## config.mk

```make
export PLATFORM = sky130hd
export DESIGN_NAME = hack_alu_flat
export DESIGN_NICKNAME = d
export VERILOG_FILES = /design/src/rtl/hack_alu_if.sv /design/src/rtl/hack_alu.sv /design/src/flat_wrapper.sv
export SDC_FILE = /design/constraint.sdc
export NUM_CORES = 1
export LEC_CHECK = 0
export CORE_UTILIZATION = 42
export CTS_CLUSTER_SIZE = 8
export DETAILED_ROUTE_END_ITERATION = 10
export PLACE_DENSITY = 0.83
export REMOVE_ABC_BUFFERS = 1
export SYNTH_ARGS = -nofsm -noshare
export SYNTH_HDL_FRONTEND = slang
export SYNTH_SLANG_ARGS = --single-unit
```

## constraint.sdc

```tcl
create_clock -name clk -period 3.4 [get_ports clk]
set_input_delay 0.68 -clock clk [delete_from_list [all_inputs] [get_ports clk]]
set_output_delay 0.68 -clock clk [all_outputs]
set_load 0.005 [all_outputs]
```

## src/rtl/hack_alu_if.sv

```systemverilog
// Operand/control and result bundle between the datapath and the Hack ALU.
interface hack_alu_if #(
  parameter int WIDTH = 8
);
  logic             in_valid;
  logic [WIDTH-1:0] x;
  logic [WIDTH-1:0] y;
  logic             zx;
  logic             nx;
  logic             zy;
  logic             ny;
  logic             f;
  logic             no;
  logic             out_valid;
  logic [WIDTH-1:0] out;
  logic             zr;
  logic             ng;

  modport master (
    output in_valid, x, y, zx, nx, zy, ny, f, no,
    input  out_valid, out, zr, ng
  );

  modport slave (
    input  in_valid, x, y, zx, nx, zy, ny, f, no,
    output out_valid, out, zr, ng
  );
endinterface

```

## src/rtl/hack_alu.sv

```systemverilog
// Registered Hack-style ALU: one result per accepted operand set, one cycle of latency.
module hack_alu #(
  parameter int WIDTH = 8
) (
  input logic       clk,
  input logic       rst,
  hack_alu_if.slave bus
);

  // ctrl_v packs {zx, nx, zy, ny, f, no}; carry-out of the add is intentionally dropped.
  function automatic logic [WIDTH-1:0] alu_core(
    input logic [WIDTH-1:0] x_v,
    input logic [WIDTH-1:0] y_v,
    input logic [5:0]       ctrl_v
  );
    logic [WIDTH-1:0] xa;
    logic [WIDTH-1:0] xb;
    logic [WIDTH-1:0] ya;
    logic [WIDTH-1:0] yb;
    logic [WIDTH-1:0] r;
    xa = ctrl_v[5] ? {WIDTH{1'b0}} : x_v;
    xb = ctrl_v[4] ? ~xa : xa;
    ya = ctrl_v[3] ? {WIDTH{1'b0}} : y_v;
    yb = ctrl_v[2] ? ~ya : ya;
    r  = ctrl_v[1] ? (xb + yb) : (xb & yb);
    return ctrl_v[0] ? ~r : r;
  endfunction

  logic [WIDTH-1:0] res_s;
  logic             zr_s;
  logic             ng_s;
  logic [WIDTH-1:0] out_r;
  logic             zr_r;
  logic             ng_r;
  logic             out_valid_r;

  // Combinational datapath and flag derivation.
  always_comb begin
    res_s = alu_core(bus.x, bus.y, {bus.zx, bus.nx, bus.zy, bus.ny, bus.f, bus.no});
    zr_s  = (res_s == {WIDTH{1'b0}});
    ng_s  = res_s[WIDTH-1];
  end

  // Result register: reset wins, valid loads, otherwise hold data and drop valid.
  always_ff @(posedge clk) begin
    if (rst) begin
      out_r       <= {WIDTH{1'b0}};
      zr_r        <= 1'b1;
      ng_r        <= 1'b0;
      out_valid_r <= 1'b0;
    end else if (bus.in_valid) begin
      out_r       <= res_s;
      zr_r        <= zr_s;
      ng_r        <= ng_s;
      out_valid_r <= 1'b1;
    end else begin
      out_valid_r <= 1'b0;
    end
  end

  assign bus.out       = out_r;
  assign bus.zr        = zr_r;
  assign bus.ng        = ng_r;
  assign bus.out_valid = out_valid_r;

endmodule

```

## src/flat_wrapper.sv

```systemverilog
// flat-port wrapper written by rule: the top's interface ports become plain ports
module hack_alu_flat 
#(
  parameter int WIDTH = 8
)
  (clk, rst, bus_in_valid, bus_x, bus_y, bus_zx, bus_nx, bus_zy, bus_ny, bus_f, bus_no, bus_out_valid, bus_out, bus_zr, bus_ng);
  hack_alu_if #(.WIDTH(WIDTH)) bus_i ();
  input logic clk;
  input logic rst;
  input wire logic [$bits(bus_i.in_valid)-1:0] bus_in_valid;
  input wire logic [$bits(bus_i.x)-1:0] bus_x;
  input wire logic [$bits(bus_i.y)-1:0] bus_y;
  input wire logic [$bits(bus_i.zx)-1:0] bus_zx;
  input wire logic [$bits(bus_i.nx)-1:0] bus_nx;
  input wire logic [$bits(bus_i.zy)-1:0] bus_zy;
  input wire logic [$bits(bus_i.ny)-1:0] bus_ny;
  input wire logic [$bits(bus_i.f)-1:0] bus_f;
  input wire logic [$bits(bus_i.no)-1:0] bus_no;
  output wire logic [$bits(bus_i.out_valid)-1:0] bus_out_valid;
  output wire logic [$bits(bus_i.out)-1:0] bus_out;
  output wire logic [$bits(bus_i.zr)-1:0] bus_zr;
  output wire logic [$bits(bus_i.ng)-1:0] bus_ng;
  assign bus_i.in_valid = bus_in_valid;
  assign bus_i.x = bus_x;
  assign bus_i.y = bus_y;
  assign bus_i.zx = bus_zx;
  assign bus_i.nx = bus_nx;
  assign bus_i.zy = bus_zy;
  assign bus_i.ny = bus_ny;
  assign bus_i.f = bus_f;
  assign bus_i.no = bus_no;
  assign bus_out_valid = bus_i.out_valid;
  assign bus_out = bus_i.out;
  assign bus_zr = bus_i.zr;
  assign bus_ng = bus_i.ng;
  hack_alu #(.WIDTH(WIDTH)) u_core (.clk(clk), .rst(rst), .bus(bus_i));
endmodule
```

Word level (Yosys, flattened, before mapping)
Cells that the tools add are included.
{ "word_totals": {"register_bits": 11, "inputBits": 25, "out_inout_bits": 11, "elab_cells": 17} }
{ "op_classes": {"add_sub_neg": 1, "n_mux": 7, "bitwise": 4, "reduce_logical": 1} }
{ "op_table": {"columns": ["cell", "count"], "rows": [
  ["8-bit two-way mux", 6],
  ["8-bit NOT", 3],
  ["8-bit adder", 1],
  ["8-bit bitwise AND", 1],
  ["8-bit logical NOT", 1],
  ["1-bit two-way mux", 1]
]} }

Logic depth before layout (Yosys ltp)
{ "depth": {"depth_word": 8, "ltp_mapped": 10, "ltp_nobuf": 10} }

Worst setup path before layout
OpenSTA, ideal clock, no wires.
{ "synth_timing": {"kind": "input port to flip-flop", "from": "input port bus_ny", "to": "register u_core.zr_r, in the netlist u_core.bus.zr", "setup_time_ps": 96, "arrival_ps": 3239, "required_time_ps": 3304, "path_slack_ps": 65, "path_stages": 10, "path_buffers": 1, "cell_sequence": "clkbuf_1 -> xnor2_1 -> ha_1 -> fa_1 -> a211oi_2 -> o21ba_2 -> o22ai_1 -> or4_1 -> mux2_2 -> o41ai_2"} }
{ "synth_via": {"elab_chain_cells": 6, "word_cells_on_any_way": 7, "classes_between": "1 x add/sub; 3 x mux; 2 x bitwise; 1 x reduce/logical"} }
{ "synth_lines": {"columns": ["element", "line_no", "source"], "rows": [
  ["start, declared", "flat_wrapper.sv:16", "input wire logic [$bits(bus_i.ny)-1:0] bus_ny;"],
  ["8-bit two-way mux (*)", "hack_alu.sv:24", "yb = ctrl_v[2] ? ~ya : ya;"],
  ["8-bit adder / 8-bit bitwise AND (equally long branches)", "hack_alu.sv:25", "r = ctrl_v[1] ? (xb + yb) : (xb & yb);"],
  ["8-bit two-way mux (*)", "hack_alu.sv:25", null],
  ["8-bit NOT", "hack_alu.sv:26", "return ctrl_v[0] ? ~r : r;"],
  ["8-bit two-way mux (*)", "hack_alu.sv:26", null],
  ["8-bit logical NOT (*)", "hack_alu.sv:40", "zr_s = (res_s == {WIDTH{1'b0}});"],
  ["end signal, assigned", "hack_alu.sv:53", "zr_r <= zr_s;"],
  ["end, declared", "hack_alu.sv:33", "logic zr_r;"]
]} }
Mark *: on every way between the ends. The rest lies on a longest branch, timed or not.
A chain may end at the register's enable or synchronous reset.

Worst setup path after layout
{ "layout_timing": {"from": "input port bus_zy", "to": "register u_core.zr_r, in the netlist u_core.bus.zr"} }
{ "layout_via": {"elab_chain_cells": 8, "word_cells_on_any_way": 9, "classes_between": "1 x add/sub; 4 x mux; 3 x bitwise; 1 x reduce/logical"} }
{ "layout_lines": {"columns": ["element", "line_no", "source"], "rows": [
  ["start, declared", "flat_wrapper.sv:15", "input wire logic [$bits(bus_i.zy)-1:0] bus_zy;"],
  ["8-bit two-way mux (*)", "hack_alu.sv:23", "ya = ctrl_v[3] ? {WIDTH{1'b0}} : y_v;"],
  ["8-bit NOT", "hack_alu.sv:24", null],
  ["8-bit two-way mux (*)", "hack_alu.sv:24", null],
  ["8-bit adder / 8-bit bitwise AND (equally long branches)", "hack_alu.sv:25", null],
  ["8-bit two-way mux (*)", "hack_alu.sv:25", null],
  ["8-bit NOT", "hack_alu.sv:26", null],
  ["8-bit two-way mux (*)", "hack_alu.sv:26", null],
  ["8-bit logical NOT (*)", "hack_alu.sv:40", null]
]} }
Marked as above.

==> reports/qor.yml <==
overflow: 0
required_ps: 3580
cp.arrival_ps: 3390
hold_viol_final: 0
path_cells: "clkdlybuf4s50_1, nand2b_1, xnor2_1, ha_2, fa_2, buf_4, xnor2_1, a21oi_1, or4_1, mux2_2, o41ai_2"
max-vdd-ir-drop_uv: 245
hold_end: "u_core.bus.out[6]$_SDFFE_PP0P_"
avgSynthCellArea_um2: 7.88
swShare: 0.356
synth_edf_count: 0
yosysWarnings: 0
max_freq_mhz: 311
yosysSeqAreaShare: 0.168
hpwlAfterDp_um: 2500
synth_cells: 151
cp-start-kind: "primary input"
drv_slew: 0
hp-class: "flip-flop to flip-flop"
critPathMostFrequentCell: "xnor2_1"
r2r-end: "u_core.bus.out[5]$_SDFFE_PP0P_"
clk_latency_ps: 270
rr_startpoint: "u_core.bus.out[5]$_SDFFE_PP0P_"
whs_path_depth: 2
ios: 36
initial_utilization: 0.463
layout_setup_ws_ps: 189
synth_top_area_cell: "xnor2_1"
grt_pass1_wl_um: 4920
vias: 1259
final.period_utilization: 0.944
areaGrowthSynthToFinish_pct: 48.3
dr.pass1.iters: 4
crit_path_end_kind: "flip-flop"
ff2ff_setup_slack_ps: 2670
grt_pass1_vias: 1231
maxCapViolCount: 0
numCtsBuffers: 3
status: "finished clean"
leakage_uw: 0.000726
seq_power_share: 0.236
postLayoutCoreUtil: 0.687
die_h_um: 55.2
globalplace.congestion: 0.834
hp-start: "u_core.bus.out[6]$_SDFFE_PP0P_"
critical_path.top_delay_family: "simple AND/OR/NAND/NOR gates"
synthFlopType: "dfxtp_1"
critPathMaxFanout: 3
clk_pin_slew_ps: 60
fin_crit_ps: 3210
p_int_uw: 375
nFillCells: 227
fp.dieW_um: 55.2
cts_sinks: 10
drt_first_iter_violations: 17
hold_buffers: 0
synthArstFlopShare: 0
die_area_um2: 3050
drcViolationCount: 0
p_sw_uw: 207
clock-root-buffer: "clkbuf_4"
rows: 18
port_buffers: 35
diodes: 0
fin_skew_ps: 0
grt_max_degree: 15
wl_per_cell_um: 12.5
via_per_inst: 5.36
nets: 241
crit_path_top_delay_cell: "or4_1"
finalPower_uw: 582
crit_buf_inv: 2
slew_headroom: 0.642
pre_cts_slack_ps: -311
core_um2: 2570
worstRegToRegCells: 2
crit_type: "primary input to flip-flop"
cts_max_level: 1
grt_usage: 0.193
setup_violations: 0
layout-drive-gt1-share: 0.185
totalWireLength_um: 2930
synth_cell_types: 44
power.density_nw_per_um2: 330
ys_top_cells_by_area: "xnor2_1, dfxtp_1, ha_1, nand2b_1, mux2i_1"
worstMarginPinSlew_ps: 536
antenna_found_initial: 0
power_frac_clock: 0.138
synth_top_area_share: 0.169
finalSetupTns_ps: 0
synth_area_um2: 1190
comb_power_share: 0.626
cts_tree: "done"
synth_seq_cells: 10
ant_nets: 0
cts.path.max_buffers: 2
cp_slowest_stage_delay_ps: 480
## worst min-delay path, stage by stage (launching register included)
cell     delay [ps]
dfxtp_1         310
nand2_1          60
a21oi_1          60
## power groups by stage
stage	sequential [uW]	combinational [uW]	clock [uW]
5_1_grt	139	396	89.8
3_3_place_gp	139	336	0
2_1_floorplan	141	196	0
6_report	137	364	80.4
3_5_place_dp	140	350	0
4_1_cts	138	353	83.3
## synthesized netlist by cell type, types with 2 or more instances
cell type,n
o31ai_1,2
o22ai_1,2
dfxtp_1,10
o21ai_0,4
or3_1,3
a21oi_2,2
inv_1,5
a21o_1,2
nand2_1,10
clkbuf_1,4
mux2i_1,6
and4_1,3
nor3_1,2
xnor2_1,23
nand2b_1,16
ha_1,8
mux2_2,2
nand3_1,4
a21oi_1,5
nand3b_1,2
nor2_1,13
## registers in the layout (all words and copies together) (netlist names)
register              cells
u_core.bus.ng             1
u_core.bus.out_valid      1
u_core.bus.out            7
u_core.bus.zr             1
## cells in the final DEF, fill, tap and decap left out, types with 5 or more instances in the layout
master,count
clkdlybuf4s50_1,35
buf_4,23
xnor2_1,22
nand2b_1,16
nor2_1,13
nand2_1,10
dfxtp_1,10
mux2i_1,6
ha_1,6
inv_1,5
a21oi_1,5
## per-stage QoR
stage / area [um^2] / instances / hold slack (ps)
after floorplan: 1160 / 144 / 450
after global placement: 1710 / 231 / 450
after detailed placement: 1710 / 231 / 469
after CTS: 1740 / 234 / 477
after global routing: 1760 / 235 / 509
final: 1760 / 235 / 481
## logic make-up after synthesis
kind of cell,Yosys count,synth area share
buffers and inverters,13,0.0452
flip-flops,10,0.168
adder cells (fa/ha/maj),9,0.101
AO/OA/AOI/OAI,30,0.186
XOR/XNOR,23,0.169
AND/OR/NAND/NOR,58,0.261
multiplexers,8,0.0694
## timing repair
action | in CTS | in global routing
gates resized for setup | 1 | 4
cloned | 0 | 0
pin swaps | 2 | 3
endpoints found under the setup margin | 1 | 1
buffers inserted | 0 | 1
## worst max path at each step
stage	cells after the start	slack, ps	from	endpoint
finish	11	190	bus_zy	u_core.bus.zr$_SDFFE_PP1P_
CTS	11	10	bus_zy	u_core.bus.zr$_SDFFE_PP1P_
detailed placement	11	-310	bus_zy	u_core.bus.zr$_SDFFE_PP1P_
floorplan	10	300	bus_zy	u_core.bus.zr$_SDFFE_PP1P_
global placement	11	-200	bus_zy	u_core.bus.zr$_SDFFE_PP1P_
global route	11	-7	bus_zy	u_core.bus.zr$_SDFFE_PP1P_
## final cells by class
| cell class | count | area [um^2] | share of cell area |
|---|---|---|---|
| multi-input cells | 128 | 958 | 0.543 |
| repair buffers | 58 | 523 | 0.296 |
| flip-flops and latches | 10 | 200 | 0.113 |
| well taps | 30 | 37.5 | 0.0213 |
| clock buffers | 3 | 22.5 | 0.0128 |
| inverters | 6 | 22.5 | 0.0128 |
## per-layer routing
layer	track usage	wire length (um)	up-vias
met5	0	0	-
met4	0.0750	39	0
met3	0.0211	148	3
met2	0.399	1610	52
met1	0.190	1130	563
li1	-	-	641
Note: power is estimated with default switching activity, not from simulation.
